[config.mk]
export PLATFORM = sky130hd
export DESIGN_NAME = cpu_param_core
export DESIGN_NICKNAME = d
export VERILOG_FILES = /design/src/rtl/cpu_param_core.sv
export SDC_FILE = /design/constraint.sdc
export NUM_CORES = 1
export LEC_CHECK = 0
export ABC_AREA = 1
export BUFFER_PORTS_ARGS = -buffer_cell sky130_fd_sc_hd__buf_4
export CAP_MARGIN = 30
export CORE_MARGIN = 3
export CORE_UTILIZATION = 30
export CTS_CLUSTER_SIZE = 10
export DETAILED_ROUTE_END_ITERATION = 6
export GPL_TIMING_DRIVEN = 0
export HOLD_SLACK_MARGIN = 0.08
export PLACE_DENSITY_LB_ADDON = 0.25
export RECOVER_POWER = 50
export SYNTH_ARGS = -nofsm -noshare
export SYNTH_HDL_FRONTEND = slang
export SYNTH_SLANG_ARGS = --single-unit
[constraint.sdc]
create_clock -name clk -period 9 [get_ports clk]
set_clock_uncertainty 0.1 [all_clocks]
set_input_delay 0.9 -clock clk [delete_from_list [all_inputs] [get_ports clk]]
set_output_delay 0.9 -clock clk [all_outputs]
set_load 0.02 [all_outputs]
[src/rtl/cpu_param_core.sv]
// Multi-cycle accumulator-style CPU core with four general registers.
// Instructions and data share one RAM, which the loader port fills while the
// core is paused in FETCH or stopped in HALT. Input and output use valid/ready
// handshakes, and the flags are {G,Z,C}.
module cpu_param_core #(
    parameter  int DATA_W  = 5,
    parameter  int ADDR_W  = 3,
    localparam int INSTR_W = 8 + DATA_W
) (
    input  logic                clk,
    input  logic                reset,
    input  logic                run,
    input  logic                load_we,
    input  logic [ADDR_W-1:0]   load_addr,
    input  logic [INSTR_W-1:0]  load_data,
    input  logic [DATA_W-1:0]   in_data,
    input  logic                in_valid,
    output logic                in_ready,
    output logic [DATA_W-1:0]   out_data,
    output logic                out_valid,
    input  logic                out_ready,
    output logic [ADDR_W-1:0]   pc,
    output logic [INSTR_W-1:0]  ir,
    output logic [2:0]          flags,
    output logic                halted,
    output logic [4*DATA_W-1:0] regs_dbg
);

    localparam int DEPTH = 2 ** ADDR_W;

    localparam logic [2:0] S_FETCH    = 3'd0;
    localparam logic [2:0] S_EXEC     = 3'd1;
    localparam logic [2:0] S_MEM      = 3'd2;
    localparam logic [2:0] S_WAIT_IN  = 3'd3;
    localparam logic [2:0] S_WAIT_OUT = 3'd4;
    localparam logic [2:0] S_HALT     = 3'd5;

    localparam logic [3:0] OP_LDI  = 4'h1;
    localparam logic [3:0] OP_LD   = 4'h2;
    localparam logic [3:0] OP_ST   = 4'h3;
    localparam logic [3:0] OP_ADD  = 4'h4;
    localparam logic [3:0] OP_SUB  = 4'h5;
    localparam logic [3:0] OP_CMP  = 4'h6;
    localparam logic [3:0] OP_ROL  = 4'h7;
    localparam logic [3:0] OP_JMP  = 4'h8;
    localparam logic [3:0] OP_JZ   = 4'h9;
    localparam logic [3:0] OP_JG   = 4'hA;
    localparam logic [3:0] OP_IN   = 4'hB;
    localparam logic [3:0] OP_OUT  = 4'hC;
    localparam logic [3:0] OP_HALT = 4'hD;

    // Rotate left by amt mod DATA_W. Shifting a doubled copy keeps amt=0 well defined.
    function automatic logic [DATA_W-1:0] rotl(input logic [DATA_W-1:0] v,
                                               input logic [DATA_W-1:0] amt);
        logic [2*DATA_W-1:0] tmp;
        logic [31:0]         n;
        n   = 32'(amt) % DATA_W;
        tmp = {v, v} << n;
        return tmp[2*DATA_W-1:DATA_W];
    endfunction

    logic [INSTR_W-1:0] mem_r [DEPTH];
    logic [DATA_W-1:0]  regs_r [4];
    logic [2:0]         state_r, state_n;
    logic [ADDR_W-1:0]  pc_r, pc_n;
    logic [INSTR_W-1:0] ir_r, ir_n;
    logic [2:0]         flags_r, flags_n;
    logic [DATA_W-1:0]  out_data_r, out_data_n;
    logic               out_valid_r, out_valid_n;
    logic               halted_r;

    logic [3:0]         op_s;
    logic [1:0]         rd_idx_s, rs_idx_s;
    logic [DATA_W-1:0]  imm_s, rd_val_s, rs_val_s, rol_s;
    logic [DATA_W:0]    add_s, sub_s;
    logic [ADDR_W-1:0]  pc_inc_s, target_s, ld_addr_s, st_addr_s;
    logic               reg_we_s;
    logic [DATA_W-1:0]  reg_wdata_s;
    logic               st_we_s, loader_en_s, mem_we_s, in_ready_s;
    logic [ADDR_W-1:0]  mem_waddr_s;
    logic [INSTR_W-1:0] mem_wdata_s;

    assign op_s      = ir_r[INSTR_W-1 -: 4];
    assign rd_idx_s  = ir_r[DATA_W+3 -: 2];
    assign rs_idx_s  = ir_r[DATA_W+1 -: 2];
    assign imm_s     = ir_r[DATA_W-1:0];
    assign rd_val_s  = regs_r[rd_idx_s];
    assign rs_val_s  = regs_r[rs_idx_s];
    assign add_s     = {1'b0, rd_val_s} + {1'b0, rs_val_s};
    assign sub_s     = {1'b0, rd_val_s} - {1'b0, rs_val_s};
    assign rol_s     = rotl(rd_val_s, imm_s);
    assign pc_inc_s  = pc_r + ADDR_W'(1'b1);
    assign target_s  = imm_s[ADDR_W-1:0];
    assign ld_addr_s = rs_val_s[ADDR_W-1:0];
    assign st_addr_s = rd_val_s[ADDR_W-1:0];

    // The loader only owns the RAM while the core cannot be executing a ST.
    assign loader_en_s = load_we && (((state_r == S_FETCH) && !run) || (state_r == S_HALT));

    // Next-state, datapath and handshake decode for the multi-cycle sequencer.
    always_comb begin
        state_n     = state_r;
        pc_n        = pc_r;
        ir_n        = ir_r;
        flags_n     = flags_r;
        out_data_n  = out_data_r;
        out_valid_n = out_valid_r;
        reg_we_s    = 1'b0;
        reg_wdata_s = {DATA_W{1'b0}};
        st_we_s     = 1'b0;
        in_ready_s  = 1'b0;
        case (state_r)
            S_FETCH: begin
                if (run) begin
                    ir_n    = mem_r[pc_r];
                    state_n = S_EXEC;
                end else begin
                    state_n = S_FETCH;
                end
            end
            S_EXEC: begin
                state_n = S_FETCH;
                pc_n    = pc_inc_s;
                case (op_s)
                    OP_LDI: begin
                        reg_we_s    = 1'b1;
                        reg_wdata_s = imm_s;
                    end
                    OP_LD:  state_n = S_MEM;
                    OP_ST:  st_we_s = 1'b1;
                    OP_ADD: begin
                        reg_we_s    = 1'b1;
                        reg_wdata_s = add_s[DATA_W-1:0];
                        flags_n     = {flags_r[2], add_s[DATA_W-1:0] == {DATA_W{1'b0}}, add_s[DATA_W]};
                    end
                    OP_SUB: begin
                        reg_we_s    = 1'b1;
                        reg_wdata_s = sub_s[DATA_W-1:0];
                        flags_n     = {flags_r[2], sub_s[DATA_W-1:0] == {DATA_W{1'b0}}, sub_s[DATA_W]};
                    end
                    OP_CMP: flags_n = {rd_val_s > rs_val_s, rd_val_s == rs_val_s, flags_r[0]};
                    OP_ROL: begin
                        reg_we_s    = 1'b1;
                        reg_wdata_s = rol_s;
                        flags_n     = {flags_r[2], rol_s == {DATA_W{1'b0}}, 1'b0};
                    end
                    OP_JMP: pc_n = target_s;
                    OP_JZ: begin
                        if (flags_r[1]) begin
                            pc_n = target_s;
                        end else begin
                            pc_n = pc_inc_s;
                        end
                    end
                    OP_JG: begin
                        if (flags_r[2]) begin
                            pc_n = target_s;
                        end else begin
                            pc_n = pc_inc_s;
                        end
                    end
                    OP_IN: begin
                        pc_n    = pc_r;
                        state_n = S_WAIT_IN;
                    end
                    OP_OUT: begin
                        pc_n        = pc_r;
                        out_data_n  = rs_val_s;
                        out_valid_n = 1'b1;
                        state_n     = S_WAIT_OUT;
                    end
                    OP_HALT: begin
                        pc_n    = pc_r;
                        state_n = S_HALT;
                    end
                    default: pc_n = pc_inc_s;
                endcase
            end
            S_MEM: begin
                reg_we_s    = 1'b1;
                reg_wdata_s = mem_r[ld_addr_s][DATA_W-1:0];
                state_n     = S_FETCH;
            end
            S_WAIT_IN: begin
                if (in_valid) begin
                    in_ready_s  = 1'b1;
                    reg_we_s    = 1'b1;
                    reg_wdata_s = in_data;
                    pc_n        = pc_inc_s;
                    state_n     = S_FETCH;
                end else begin
                    state_n = S_WAIT_IN;
                end
            end
            S_WAIT_OUT: begin
                if (out_ready) begin
                    out_valid_n = 1'b0;
                    pc_n        = pc_inc_s;
                    state_n     = S_FETCH;
                end else begin
                    state_n = S_WAIT_OUT;
                end
            end
            S_HALT:  state_n = S_HALT;
            default: state_n = S_FETCH;
        endcase
    end

    // RAM write port mux: loader and ST are mutually exclusive by state.
    always_comb begin
        mem_we_s    = 1'b0;
        mem_waddr_s = {ADDR_W{1'b0}};
        mem_wdata_s = {INSTR_W{1'b0}};
        if (loader_en_s) begin
            mem_we_s    = 1'b1;
            mem_waddr_s = load_addr;
            mem_wdata_s = load_data;
        end else if (st_we_s) begin
            mem_we_s    = 1'b1;
            mem_waddr_s = st_addr_s;
            mem_wdata_s = {8'b0, rs_val_s};
        end else begin
            mem_we_s    = 1'b0;
        end
    end

    // Unified RAM; contents survive reset, writes are blocked while reset is held.
    always_ff @(posedge clk) begin
        if (reset && mem_we_s) begin
            mem_r[mem_waddr_s] <= mem_wdata_s;
        end
    end

    // Architectural state registers with synchronous active-low reset.
    always_ff @(posedge clk) begin
        if (!reset) begin
            state_r     <= S_FETCH;
            pc_r        <= {ADDR_W{1'b0}};
            ir_r        <= {INSTR_W{1'b0}};
            flags_r     <= 3'b000;
            out_data_r  <= {DATA_W{1'b0}};
            out_valid_r <= 1'b0;
            halted_r    <= 1'b0;
            for (int i = 0; i < 4; i++) begin
                regs_r[i] <= {DATA_W{1'b0}};
            end
        end else begin
            state_r     <= state_n;
            pc_r        <= pc_n;
            ir_r        <= ir_n;
            flags_r     <= flags_n;
            out_data_r  <= out_data_n;
            out_valid_r <= out_valid_n;
            halted_r    <= (state_n == S_HALT);
            if (reg_we_s) begin
                regs_r[rd_idx_s] <= reg_wdata_s;
            end
        end
    end

    // in_ready is the same-cycle accept strobe, so it is decoded rather than registered.
    assign in_ready  = in_ready_s;
    assign out_data  = out_data_r;
    assign out_valid = out_valid_r;
    assign pc        = pc_r;
    assign ir        = ir_r;
    assign flags     = flags_r;
    assign halted    = halted_r;
    assign regs_dbg  = {regs_r[3], regs_r[2], regs_r[1], regs_r[0]};

endmodule

==> results of run 1 <==
==> Yosys cell counts, types with 11 or more instances <==
master,instances
sky130_fd_sc_hd__a21oi_1,67
sky130_fd_sc_hd__a31oi_1,12
sky130_fd_sc_hd__clkbuf_1,28
sky130_fd_sc_hd__dfxtp_1,29
sky130_fd_sc_hd__edfxtp_1,124
sky130_fd_sc_hd__ha_1,14
sky130_fd_sc_hd__inv_1,117
sky130_fd_sc_hd__nand2_1,139
sky130_fd_sc_hd__nand3_1,58
sky130_fd_sc_hd__nor2_1,118
sky130_fd_sc_hd__o211ai_1,34
sky130_fd_sc_hd__o21ai_0,78
sky130_fd_sc_hd__o22ai_1,11
==> sequential cells by signal (all words and copies together) (netlist names) <==
signal     flops
out_valid      1
mem_r        104
flags          3
ir            13
out_data       5
regs_r        20
state_r        3
pc             3
halted         1
==> final timing paths <==
check / from / end / slack, ps
max: ir[5]$_SDFFE_PN0P_ / regs_r[3][3]$_DFFE_PP_ / 3940
min: ir[11]$_SDFFE_PN0P_ / ir[11]$_SDFFE_PN0P_ / 450
max reg2reg: ir[5]$_SDFFE_PN0P_ / regs_r[3][3]$_DFFE_PP_ / 3940
min reg2reg: ir[11]$_SDFFE_PN0P_ / ir[11]$_SDFFE_PN0P_ / 450
==> metrics by stage <==
| stage | cell area (sq um) | hold slack (ps) |
|---|---|---|
| after CTS | 10100 | 454 |
| after global placement | 9400 | 437 |
| after global routing | 9960 | 486 |
| after floorplan | 8390 | 471 |
| after detailed placement | 9540 | 439 |
| final | 9960 | 453 |
==> placed cells by master (no fill, tap or decap), types with 8 or more instances in the layout <==
master                        n
sky130_fd_sc_hd__clkbuf_1    79
sky130_fd_sc_hd__a21oi_1     67
sky130_fd_sc_hd__o211ai_1    34
sky130_fd_sc_hd__nand2_2     10
sky130_fd_sc_hd__xor2_1       8
sky130_fd_sc_hd__o21ai_0     78
sky130_fd_sc_hd__nor2_2       8
sky130_fd_sc_hd__edfxtp_1   124
sky130_fd_sc_hd__clkbuf_16   17
sky130_fd_sc_hd__nand3_1     58
sky130_fd_sc_hd__ha_1        14
sky130_fd_sc_hd__buf_4       30
sky130_fd_sc_hd__nor3_1       8
sky130_fd_sc_hd__o22ai_1     11
sky130_fd_sc_hd__dfxtp_1     29
sky130_fd_sc_hd__inv_1      117
sky130_fd_sc_hd__nand2_1    139
sky130_fd_sc_hd__nor2_1     111
sky130_fd_sc_hd__o221ai_1    10
sky130_fd_sc_hd__a31oi_1     12
==> layout make-up <==
type / instances / area share
inverters: 130 / 0.0494
repair buffers: 80 / 0.0500
clock buffers: 17 / 0.0427
flip-flops and latches: 153 / 0.432
multi-input cells: 633 / 0.348
clock inverters: 15 / 0.0171
plain buffers: 36 / 0.0143
well taps: 372 / 0.0467
==> tightest hold or removal path, delay by kind of cell (launching register included) <==
kind               cells  cell delay [ps]
AOI/OAI and AO/OA      1               60
DFF                    1              360
and+or+nand+nor        1               90
==> report_power, final <==
group          leakage (uW)  switching (uW)  internal [uW]
clock network      0.000293             346            374
registers           0.00141            17.7            777
logic               0.00202             361            160
==> kinds of logic after synthesis <==
logic type	count (synthesis)
flops	153
fa+ha+maj	16
xor+xnor	8
compound gates	246
buf+inv	166
simple gates	363
==> per-layer routing <==
layer	GRT usage	up-vias
met4	0.0595	0
li1	-	3521
met3	0.0303	43
met2	0.302	277
met5	0	-
met1	0.237	3495
==> impl.org, run 1 <==
** Layout
- Area grow syn2layout :: 18.8%
- Total area of multi-input combinational cells :: 3460 sq um
- In the final layout, the share of cells above drive strength 1 is 0.111.
- Excluding fillers, the count of instances in the completed layout stands at 1,436.
- The net count of the finished layout is 1,094.
- The layout has 2,805 filler cells.
- Diodes inserted :: 0
- Final cell utilization of the core :: 0.366
- Seq. cell area :: 4300 sq um

** CTS
- For this design, the CTS-stage hold fixing added 0 buffers.
- Clk_lat worst skew :: 440 ps
- Post-CTS timing repair inserted 0 buffers for setup.
- In this run, CTS created clock tree buffers numbering 17.
- No sink is reached through more buffers than the 2 on the longest clock path.
- Clock-pin slew was measured on the worst setup and hold paths at 70 ps.
- TritonCTS built the clock tree.
- Clock tree root buffer cell :: sky130_fd_sc_hd__clkbuf_16
- Post-CTS sizing :: 0
- Deepest level of the CTS H-tree :: 4
- Number of sinks on the clock net :: 153

** Setup path
- Cell seen most often among critical-path stages :: sky130_fd_sc_hd__clkbuf_1
- Data on the critical path arrives at its endpoint at 5140 ps.
- The worst setup path is captured at a register.
- Master of the slowest instance on the critical path :: sky130_fd_sc_hd__a32oi_1
- Levels on crit path :: 15
- The critical path contains buffers and inverters numbering 5 combined.
- Family with the most delay on the worst path :: buffers and inverters
- The worst setup path is of the reg2reg kind.
- For the worst flop-to-flop path, the logic depth is 15.
- Required @ worst endpoint :: 9090 ps
- Crit-path max cell delay :: 850 ps
- The worst setup path is launched from a register.
- Critical-path maximum fanout :: 10
- Worst path cell trace :: clkbuf_1 -> clkbuf_1 -> nand2_1 -> a32oi_1 -> clkinv_1 -> ha_1 -> clkbuf_1 -> inv_1 -> o21bai_1 -> xor2_1 -> nor2_1 -> a221oi_1 -> o21ai_1 -> nand2_1 -> a21oi_1

** Placement
- At the end of routability-driven placement, the weighted congestion stood at 0.916.
- Including well taps, the total number of placed cells is 1,404.
- Detailed placement finished with a half-perimeter wire length of 19,800 microns.
- During placement, the flow inserted port buffers numbering 73.
- At the placement stage, the worst setup path has a slack of 4350 ps.

** Yosys
- Syn_nets :: 995
- In the synthesized netlist the async set-or-reset flop fraction comes to 0.
- Netlist Area Pre-Place :: 8390 sq um
- Each instance of the synthesized netlist takes up on average 8.81 sq um.
- Ys Warns :: 0
- Fraction of the mapped netlist area in compound gates :: 0.178
- After synthesis, the largest family of logic cells by area is simple AND/OR/NAND/NOR gates.
- The share of the Yosys chip area taken by registers is 0.513.
- Synth Area in XOR/XNOR :: 0.00835
- Post-synth top area cell :: sky130_fd_sc_hd__edfxtp_1
- Post-synthesis sequential element count :: 153
- The cell count after synthesis came out at 952.
- Of the total synthesized cell area, the portion taken by AND, OR, NAND and NOR gates is 0.199.
- EDFF count, synth :: 124
- Of the total synthesized cell area, the portion taken by full adders, half adders and majority gates is 0.0257.
- Top flip-flop cell by instance count after synthesis :: sky130_fd_sc_hd__edfxtp_1
- Synth unique cells :: 48
- The share of synthesized area in the top cell type comes to 0.444.
- After synthesis, the cell types taking the most area are sky130_fd_sc_hd__edfxtp_1 (44%), sky130_fd_sc_hd__dfxtp_1 (6.9%), sky130_fd_sc_hd__nand2_1 (6.2%), sky130_fd_sc_hd__nor2_1 (5.3%), sky130_fd_sc_hd__inv_1 (5.2%).
- Measured against the total synthesized area, the mux share comes to 0.

** Die
- The core region is 27,300 sq um.
- The initial utilization of the core area, before any placement, comes to 0.308.
- Count of pins on the block boundary :: 74
- Number of rows created at floorplan :: 60
- Die height :: 173 microns
- Die X :: 173 microns
- Die Footprint :: 30,000 sq um

** GRT
- For this run, the total global-route usage over all layers was measured as 0.180.
- Maximum number of pins on one net before global-route repair :: 19
- Gr ovfl total :: 0
- The initial antenna violation count was 0.
- Number of global-route vias before repair :: 7,031
- Global-route wire length before repair :: 41,700 microns

** Pwr
- The analysis attributes to cell leakage a power of 0.00373 uW.
- Worst-case vdd ir drop :: 0.000135 V
- The design draws 2040 uW.
- P per Cell Area :: 204 nW/um^2

** STA
- Post-route clock period utilization :: 0.562
- Fin. max-slew vios :: 0
- Total count of hold-check failures in the final report :: 0
- The worst pin sits at a relative slew slack of 0.315.
- The worst path meets setup with 3940 ps of slack.
- Pin slew with the least headroom to its limit :: 1020 ps
- Peak clock frequency supported by timing :: 198 MHz
- Setup violations remaining at the end of the flow were counted as 0.
- Unrepaired setup endpoints after global routing :: false
- Subtracting the final worst setup slack from the clock period gives 5060 ps.
- Total Neg Setup Slack :: 0 ps

** Detailed routing
- In the final routed layout, each cell accounts on average for 18.9 microns.
- Highest metal layer with signal wires :: met4
- The detailed router placed 7,336 vias in this run.
- Number of remaining DRC errors :: 0
- The first TritonRoute pass finished after 5 iterations.
- For this block, the initial DRC count from the detailed router was 617.
- Antenna violation net count after detailed routing :: 0
- Wires add up to 27,100 microns.
- Post-route met1 wirelength :: 11,800 microns
- Summed over all nets, wire length on met3 after detailed routing comes to 1390 microns.
- Detailed routing placed a total of 13,400 microns of wire on met2.
- Detailed-route vias per instance :: 5.11

** Flow run
- Count of max-cap constraint violations :: 0

** Hold path
- Tightest Hold Check Type :: reg2reg
- The worst hold path was traced through 2 stages.

** Run status
- Result of the run :: finished clean
(Power assumes the default switching activity.)
==> run 2: changes to the inputs <==
Clock period 9 ns to 4.1 ns, I/O delays scaled along.
==> impl.org, run 2 (synthesis gave the netlist of run 1 again) <==
** Run status
- Result of the run: finished clean (unchanged).

** Detailed routing
- Drt total wl :: 27,200 microns (was 27,100 microns)
- Count of vias placed by the detailed router :: 7,299 (was 7,336)
- First-pass detailed-route iteration total :: 5 (unchanged)
- Sum of met3 wire segment lengths after detailed routing :: 1680 microns (was 1390 microns)
- The via density per instance was 5.08 (was 5.11).
- The routed length per placed instance came to 18.9 microns (about the same).
- Post-route met1 wirelength :: 11,500 microns (was 11,800 microns)
- Antenna violation net count after detailed routing :: 0 (unchanged)
- The post-route DRC violation count came to 0 (unchanged).
- The DRC violation total after the first TritonRoute iteration came to 625 (was 617).
- The detailed route wirelength on metal2 came to 13,300 microns (was 13,400 microns).
- Highest metal layer with signal wires :: met4 (unchanged)

** Hold path
- The worst min-delay path class is in2reg (was reg2reg).
- Hold path endpoint :: out_data[0]$_SDFFE_PN0P_ (was ir[11]$_SDFFE_PN0P_)
- The number of cells traversed by the worst hold path came to 3 (was 2).
- The launch point of the worst hold path was reset (was ir[11]$_SDFFE_PN0P_).

** Setup path
- The reg2reg setup slack is 180 ps (was 3940 ps).
- The data required time at the worst endpoint came to 4190 ps (was 9090 ps).
- Reg2Reg Capture Point :: regs_r[3][3]$_DFFE_PP_ (unchanged)
- Type of element launching the critical path :: register (unchanged)
- The sort of element at the end of the critical path was a register (unchanged).
- The arrival time of the worst setup path is 4010 ps (was 5140 ps).
- Critical setup path kind :: reg2reg (unchanged)
- The start of the worst register-to-register path is ir[6]$_SDFFE_PN0P_ (was ir[5]$_SDFFE_PN0P_).
- The cell type of the slowest stage on the worst timing path is sky130_fd_sc_hd__dfxtp_1 (was sky130_fd_sc_hd__a32oi_1).
- CP bufs+invs :: 4 (was 5)
- The kind of cell with the highest combined delay on the critical path was compound AO/OA/AOI/OAI gates (was buffers and inverters).
- Critical-path maximum fanout :: 12 (was 10)
- The delay contributed by the slowest stage of the critical path is 560 ps (was 850 ps).
- Worst path cell trace :: clkinvlp_4 -> buf_4 -> a32oi_2 -> inv_2 -> buf_2 -> ha_1 -> o31ai_1 -> xor2_1 -> a221oi_1 -> o21ai_1 -> nand2_1 -> a21oi_1 (was clkbuf_1 -> clkbuf_1 -> nand2_1 -> a32oi_1 -> clkinv_1 -> ha_1 -> clkbuf_1 -> inv_1 -> o21bai_1 -> xor2_1 -> nor2_1 -> a221oi_1 -> o21ai_1 -> nand2_1 -> a21oi_1)
- The worst reg-to-reg path cell count was 12 (was 15).

** GRT
- The overall track demand over capacity in global routing is 0.180 (about the same).
- Number of antenna violations at the first check in global routing :: 0 (unchanged)
- Maximum number of pins on one net before global-route repair :: 19 (unchanged)
- Global-route wire length before repair :: 41,800 microns (was 41,700 microns)
- Gr ovfl total :: 0 (unchanged)
- The via count of the first global-routing pass was 7,059 (was 7,031).

** Pwr
- The internal power component came to 2890 uW (was 1310 uW).
- Reg power frac :: 0.390 (about the same)
- The maximum resistive drop on vdd came to 0.000292 V (was 0.000135 V).
- The total power consumption of the routed design was 4480 uW (was 2040 uW).
- Lkg Pwr :: 0.00378 uW (was 0.00373 uW)
- P per Cell Area :: 446 nW/um^2 (was 204 nW/um^2)
- The proportion of total power due to net switching came to 0.354 (was 0.356).
- Combinational cell fraction of total power :: 0.258 (was 0.256)
- Sw power :: 1590 uW (was 724 uW)
- Clock group share of total power :: 0.351 (was 0.354)

** Die
- The count of boundary I/O pins was 74 (unchanged).
- The height of the chip was 173 microns (unchanged).
- Core Footprint :: 27,300 sq um (unchanged)
- The overall die width is 173 microns (unchanged).
- The row count came to 60 (unchanged).
- The area of the die is 30,000 sq um (unchanged).
- The initial standard-cell utilization of the core was 0.308 (unchanged).

** CTS
- Clock tree root buffer cell :: sky130_fd_sc_hd__clkbuf_16 (unchanged)
- Num CTS Buffers :: 17 (unchanged)
- The H-tree depth is 4 (unchanged).
- TritonCTS clock tree :: done (unchanged)
- The TritonCTS sink count was 153 (unchanged).
- Buffers from clock root to sink, at most :: 2 (unchanged)
- Clk_lat worst skew :: 440 ps (about the same)
- Register clock-pin slew on the reported worst setup and hold paths :: 70 ps (about the same)
- The hold buffer count at CTS came to 0 (unchanged).

** Placement
- Area after DPL :: 9540 sq um (unchanged)
- Final estimated routing congestion in global placement :: 0.916 (unchanged)
- Sum of net half-perimeters after detailed placement :: 19,800 microns (unchanged)
- The port buffer count is 73 (unchanged).

** STA
- The final number of hold-violating endpoints is 0 (unchanged).
- The clock period minus final worst setup slack was 3920 ps (was 5060 ps).
- The relative slew slack came to 0.303 (was 0.315).
- Peak clock frequency supported by timing :: 255 MHz (was 198 MHz)
- The part of the cycle the worst path needs came to 0.957 (was 0.562).
- Finish-stage setup viols :: 0 (unchanged)
- The pin slew with the least headroom to its limit was 1030 ps (was 1020 ps).
- Worst hold margin :: 158 ps (was 453 ps)
- Total Neg Setup Slack :: 0 ps (unchanged)
- Fin. max-slew vios :: 0 (unchanged)

** Layout
- The most common cell after layout, fill and taps aside is sky130_fd_sc_hd__nand2_1 (unchanged).
- Final layout net count :: 1,095 (was 1,094)
- Register with the highest flop count :: mem_r (unchanged)
- Fraction of final layout cells sized beyond drive strength 1 :: 0.131 (was 0.111)
- Total area of multi-input combinational cells :: 3500 sq um (was 3460 sq um)
- Final cell area excluding filler cells :: 10,000 sq um (was 9960 sq um)
- The number of flip-flops in the largest register was 104 (unchanged).
- Top library cells by usage in the layout, fill and taps aside :: sky130_fd_sc_hd__nand2_1 (138), sky130_fd_sc_hd__edfxtp_1 (124), sky130_fd_sc_hd__inv_1 (117) (was sky130_fd_sc_hd__nand2_1 (139), sky130_fd_sc_hd__edfxtp_1 (124), sky130_fd_sc_hd__inv_1 (117))
- The count of fill cells added during filler insertion is 2,793 (was 2,805).
- Diodes inserted :: 0 (unchanged)
- The growth of design area from synthesis to finish came to 19.8% (was 18.8%).
- Seq. cell area :: 4310 sq um (was 4300 sq um)

** Flow run
- Count of max-cap constraint violations :: 0 (unchanged)
## run 2: worst min-delay path, delay by kind of cell
kind,cells,cell delay (ps)
AO/OA/AOI/OAI,2,110
buffers and inverters,1,130
## run 2: power by group through the flow
| stage | Combinational, uW | Clock [uW] | Sequential [uW] |
|---|---|---|---|
| floorplan | 795 | 0 | 1800 |
| global placement | 1150 | 0 | 1780 |
| detailed placement | 1150 | 0 | 1780 |
| CTS | 1160 | 1600 | 1750 |
| global route | 1290 | 1670 | 1750 |
| finish | 1160 | 1570 | 1750 |
## run 2: area by class of cell
type,count,share of cell area
Sequential cell,153,0.429
Multi-Input combinational cell,633,0.348
Timing Repair Buffer,83,0.0541
Inverter,130,0.0494
Tap cell,372,0.0463
Clock buffer,17,0.0423
Clock inverter,15,0.0169
Buffer,34,0.0138
## run 2: worst max path at each step
stage	start	end	slack, ps	cells after the start
2_1_floorplan	ir[5]$_SDFFE_PN0P_	regs_r[3][3]$_DFFE_PP_	590	15
3_3_place_gp	ir[5]$_SDFFE_PN0P_	regs_r[2][3]$_SDFFCE_PN0P_	-600	15
3_5_place_dp	ir[5]$_SDFFE_PN0P_	regs_r[3][3]$_DFFE_PP_	-550	15
4_1_cts	ir[6]$_SDFFE_PN0P_	regs_r[0][4]$_SDFFCE_PN0P_	10	17
5_1_grt	ir[6]$_SDFFE_PN0P_	regs_r[0][4]$_SDFFCE_PN0P_	-20	17
6_report	ir[6]$_SDFFE_PN0P_	regs_r[3][3]$_DFFE_PP_	180	12
## run 2: routing by layer
layer,GRT usage,vias up
met3,0.0294,48
li1,-,3521
met1,0.238,3452
met2,0.302,278
met4,0.0608,0
met5,0,-
## run 2: repair_timing
action                                  CTS  global route
setup buffers                             0             3
endpoints found under the setup margin   14            13
resized for setup                         4             7
## run 2: stage by stage
stage | util | std cells | setup WS (ps)
6_report | 0.369 | 1437 | 176
5_1_grt | 0.369 | 1437 | -22.7
4_1_cts | 0.373 | 1436 | 11.4
3_5_place_dp | 0.350 | 1404 | -549
3_3_place_gp | 0.345 | 1397 | -598
2_1_floorplan | - | 952 | 592
==> run 3: changes to the inputs <==
Settings changed: ABC_AREA 1 to not set, CORE_ASPECT_RATIO set to 1.5.
==> impl.org, run 3 <==
** Run status
- Result of the run :: complete, but fails checks (was finished clean)
- Failing checks :: max-capacitance violations, max-slew violations

** CTS
- The library cell used as clock root buffer is sky130_fd_sc_hd__clkbuf_16 (unchanged).
- The H-tree depth is 4 (unchanged).
- Hold buffer count at cts :: 0 (unchanged)
- Number of sinks on the clock net :: 153 (unchanged)
- The clock insertion delay at the later pin of the skew report was 420 ps (was 440 ps).
- The number of buffers on the longest clock path was 2 (unchanged).
- The clock tree from TritonCTS is done (unchanged).
- The number of buffers created by CTS is 17 (unchanged).
- The clock-pin transition on the worst setup and hold timing paths came to 60 ps (was 70 ps).

** GRT
- Gr ovfl total :: 0 (unchanged)
- Number of global-route vias before repair :: 6,159 (was 7,059)
- Global-route wire length before repair :: 36,800 microns (was 41,800 microns)
- Total global routing track utilization :: 0.164 (was 0.180)
- Maximum number of pins on one net before global-route repair :: 17 (was 19)
- The initial antenna violation count is 0 (unchanged).

** Flow run
- Count of max-cap constraint violations :: 1 (was 0)

** STA
- Total count of hold-check failures in the final report :: 0 (unchanged)
- The part of the cycle the worst path needs is 0.967 (was 0.957).
- The relative slew slack came to -0.0474 (was 0.303).
- The number of setup violations in the final report is 0 (unchanged).
- Pin slew with the least headroom to its limit :: 1570 ps (was 1030 ps)
- Worst hold margin :: 251 ps (was 158 ps)
- The clock period minus final worst setup slack came to 3960 ps (was 3920 ps).
- Fin. max-slew vios :: 11 (was 0)
- Peak clock frequency supported by timing :: 252 MHz (was 255 MHz)
- Worst Slack Setup Final :: 137 ps (was 176 ps)

** Setup path
- The maximum fanout encountered on the critical timing path was 8 (was 12).
- Cell seen most often among critical-path stages :: sky130_fd_sc_hd__or3_4
- Master of the slowest instance on the critical path :: sky130_fd_sc_hd__a2111oi_4 (was sky130_fd_sc_hd__dfxtp_1)
- Crit-path max cell delay :: 430 ps (was 560 ps)
- Type of element launching the critical path :: register (unchanged)
- Arrival time reported for the critical path endpoint :: 4130 ps (was 4010 ps)
- The critical setup path kind is reg2reg (unchanged).
- Worst path cell trace :: buf_8 -> nor2_4 -> inv_2 -> ha_4 -> nand2b_4 -> o21ai_4 -> nand2_2 -> a32o_2 -> or3_4 -> a22o_4 -> mux2i_2 -> a2111oi_4 -> o31ai_2 -> or3_4 -> a21oi_1 (was clkinvlp_4 -> buf_4 -> a32oi_2 -> inv_2 -> buf_2 -> ha_1 -> o31ai_1 -> xor2_1 -> a221oi_1 -> o21ai_1 -> nand2_1 -> a21oi_1)
- The sort of element at the end of the critical path is a register (unchanged).
- The data required time at the worst endpoint was 4270 ps (was 4190 ps).

** Detailed routing
- The DRC violation total after the first TritonRoute iteration is 438 (was 625).
- Sum of met3 wire segment lengths after detailed routing :: 879 microns (was 1680 microns)
- The routed metal-1 wirelength came to 9770 microns (was 11,500 microns).
- The iteration count of the initial detailed-routing pass came to 5 (unchanged).
- The post-route DRC violation count was 0 (unchanged).
- Antenna violation net count after detailed routing :: 0 (unchanged)
- Detailed-route vias per instance :: 5.30 (was 5.08)
- The routed length per placed instance was 21.8 microns (was 18.9 microns).
- The wire length reported by the detailed router came to 24,900 microns (was 27,200 microns).
- Highest metal layer with signal wires :: met4 (unchanged)
- The total vias in the final route came to 6,052 (was 7,299).
- Met2 wirelength from detailed routing :: 13,500 microns (was 13,300 microns)

** Layout
- The count of fill cells added during filler insertion is 2,617 (was 2,793).
- Top library cells by usage in the layout, fill and taps aside: sky130_fd_sc_hd__edfxtp_1 (124), sky130_fd_sc_hd__clkbuf_1 (73), sky130_fd_sc_hd__nor2_1 (59) (was sky130_fd_sc_hd__nand2_1 (138), sky130_fd_sc_hd__edfxtp_1 (124), sky130_fd_sc_hd__inv_1 (117)).
- The antenna diode count was 0 (unchanged).
- The most common cell after layout, fill and taps aside is sky130_fd_sc_hd__edfxtp_1 (was sky130_fd_sc_hd__nand2_1).
- The number of flip-flops in the largest register was 104 (unchanged).
- The number of nets in the layout came to 835 (was 1,095).
- The top register by number of flip-flops is mem_r (unchanged).
- Fraction of final layout cells sized beyond drive strength 1 :: 0.268 (was 0.131)
- Final cell utilization of the core :: 0.385 (was 0.369)
- Area grow syn2layout :: 24.8% (was 19.8%)

** Die
- The initial standard-cell utilization of the core is 0.308 (about the same).
- The height of the chip came to 209 microns (was 173 microns).
- The overall die width was 142 microns (was 173 microns).
- The area inside the core boundary was 26,900 sq um (was 27,300 sq um).
- Die Footprint :: 29,700 sq um (was 30,000 sq um)
- The count of boundary I/O pins came to 74 (unchanged).
- Number of rows created at floorplan :: 73 (was 60)

** Yosys
- The mean instance size in the synthesized netlist came to 12.3 sq um (was 8.81 sq um).
- Post-synthesis share of cell area spent on and, or, nand and nor gates :: 0.122 (was 0.199)
- Fraction of the yosys area taken by sequential cells :: 0.520 (was 0.513)
- Cell types occupying the most area after synthesis: sky130_fd_sc_hd__edfxtp_1 (45%), sky130_fd_sc_hd__mux4_2 (13%), sky130_fd_sc_hd__dfxtp_1 (7.0%), sky130_fd_sc_hd__nor2_1 (3.1%), sky130_fd_sc_hd__mux2i_1 (3.0%) (was sky130_fd_sc_hd__edfxtp_1 (44%), sky130_fd_sc_hd__dfxtp_1 (6.9%), sky130_fd_sc_hd__nand2_1 (6.2%), sky130_fd_sc_hd__nor2_1 (5.3%), sky130_fd_sc_hd__inv_1 (5.2%)).
- Synth Area in XOR/XNOR :: 0.0106 (was 0.00835)
- The cell count after synthesis is 673 (was 952).
- The number of flops mapped to enable cells by yosys came to 124 (unchanged).
- Fraction of the mapped netlist area in compound gates :: 0.130 (was 0.178)
- The post-synthesis instance area was 8280 sq um (was 8390 sq um).
- The most frequently used cell type in the post-synthesis netlist is sky130_fd_sc_hd__edfxtp_1 (was sky130_fd_sc_hd__nand2_1).
- Ys Warns :: 0 (unchanged)
- The cell type with the highest aggregate area in the netlist is sky130_fd_sc_hd__edfxtp_1 (unchanged).
- Proportion of register bits with asynchronous set or reset after synthesis :: 0 (unchanged)
- Cell types with the highest counts after synthesis :: sky130_fd_sc_hd__edfxtp_1 (124), sky130_fd_sc_hd__nor2_1 (68), sky130_fd_sc_hd__nand2_1 (51), sky130_fd_sc_hd__mux4_2 (46) (was sky130_fd_sc_hd__nand2_1 (139), sky130_fd_sc_hd__edfxtp_1 (124), sky130_fd_sc_hd__nor2_1 (118), sky130_fd_sc_hd__inv_1 (117), sky130_fd_sc_hd__o21ai_0 (78))
- Post-synthesis adder-cell area fraction :: 0.0260 (was 0.0257)
- The share of the synthesized area in the top cell type came to 0.450 (was 0.444).
- Portion of netlist area occupied by mux cells :: 0.158 (was 0)
- Synth unique cells :: 69 (was 48)
- Top flip-flop cell by instance count after synthesis :: sky130_fd_sc_hd__edfxtp_1 (unchanged)
- Main combinational cell family by area after synthesis :: multiplexers (was simple AND/OR/NAND/NOR gates)
- Syn_nets :: 716 (was 995)
- The flip-flop and latch count after synthesis came to 153 (unchanged).

** Placement
- Place WS :: -602 ps (was -549 ps)
- Sum of net half-perimeters after detailed placement :: 18,000 microns (was 19,800 microns)
- The final RePlAce weighted congestion is 0.864 (was 0.916).
- Port buffer count :: 73 (unchanged)

** Pwr
- The portion of total power attributed to sequential cells is 0.385 (was 0.390).
- The portion of total power attributed to combinational logic is 0.254 (was 0.258).
- The reported leakage power came to 0.00339 uW (was 0.00378 uW).
- Net switching fraction of the power :: 0.300 (was 0.354)
- Internal power :: 3150 uW (was 2890 uW)
- P per Cell Area :: 436 nW/um^2 (was 446 nW/um^2)
- Sw power :: 1350 uW (was 1590 uW)
- The clock network fraction of total power is 0.361 (was 0.351).
- Worst-case vdd ir drop :: 0.000294 V (was 0.000292 V)

** Hold path
- Tightest Hold Check Type :: in2reg (unchanged)
run 3: cell types whose count changed after synthesis, sizes merged, moves of 17 or more:
cell / delta
a211oi: +21
a21oi: -36
inv: -99
mux2i: +26
mux4: +46
nand2: -104
nand2b: +17
nand3: -58
nor2: -54
o211ai: -30
o21ai: -63
run 3: kinds of logic (layout without fill, tap and decap cells):
| kind of cell | Yosys count | count (layout) |
|---|---|---|
| muxes | 73 | 73 |
| DFF | 153 | 153 |
| and+or+nand+nor | 205 | 205 |
| AOI/OAI and AO/OA | 149 | 149 |
| buffers and inverters | 67 | 199 |
| xor gates and xnor gates | 10 | 10 |
| adders and majority gates | 16 | 16 |
run 3: metal layers:
layer,GRT usage,vias to the layer above
met2,0.299,175
met3,0.0198,37
met1,0.193,2999
met5,0,-
li1,-,2841
met4,0.0699,0
run 3: critical path: cells and delay by family (launching register included):
family	cells	cell delay, ps
AOI/OAI and AO/OA	6	1540
adders and majority gates	1	240
buffers and inverters	2	210
DFF	1	340
muxes	1	180
and+or+nand+nor	5	1200
run 3: final timing paths:
kind                                              endpoint                   start  depth (start not counted)  slack (ps)
worst max register to register  regs_r[1][3]$_SDFFCE_PN0P_      ir[3]$_SDFFE_PN0P_                         15         140
worst max-delay path            regs_r[1][3]$_SDFFCE_PN0P_      ir[3]$_SDFFE_PN0P_                         15         140
worst min-delay path              out_data[0]$_SDFFE_PN0P_                   reset                          2         250
worst min register to register      out_valid$_SDFFE_PN0P_  out_valid$_SDFFE_PN0P_                          2         400
run 3: repair_timing:
item,4_1_cts,5_1_grt
gates resized for setup,44,34
pin swaps,14,15
buffers inserted,12,13
endpoints found under the setup margin,21,23
run 3: power by group through the flow:
stage	logic [uW]	registers [uW]	clock network, uW
detailed placement	937	1770	0
global placement	933	1770	0
global route	1230	1740	1720
finish	1140	1730	1620
CTS	1060	1730	1650
floorplan	637	1780	0
run 3: layout make-up:
cell class / instances / area, sq um / share of cell area
Inverter: 25 / 101 / 0.00981
Multi-Input combinational cell: 453 / 4070 / 0.394
Clock inverter: 14 / 184 / 0.0178
Sequential cell: 153 / 4310 / 0.417
Tap cell: 337 / 422 / 0.0408
Timing Repair Buffer: 103 / 631 / 0.0610
Buffer: 39 / 184 / 0.0178
Clock buffer: 18 / 429 / 0.0415
run 3: per-stage QoR:
stage / cell area, sq um / TNS (ps) / cells / total power [uW]
6_report: 10300 / 0 / 1142 / 4500
4_1_cts: 10200 / 0 / 1128 / 4450
3_3_place_gp: 9250 / -12710 / 1083 / 2700
3_5_place_dp: 9320 / -7460 / 1086 / 2700
2_1_floorplan: 8280 / 0 / 673 / 2420
5_1_grt: 10300 / -110 / 1142 / 4680
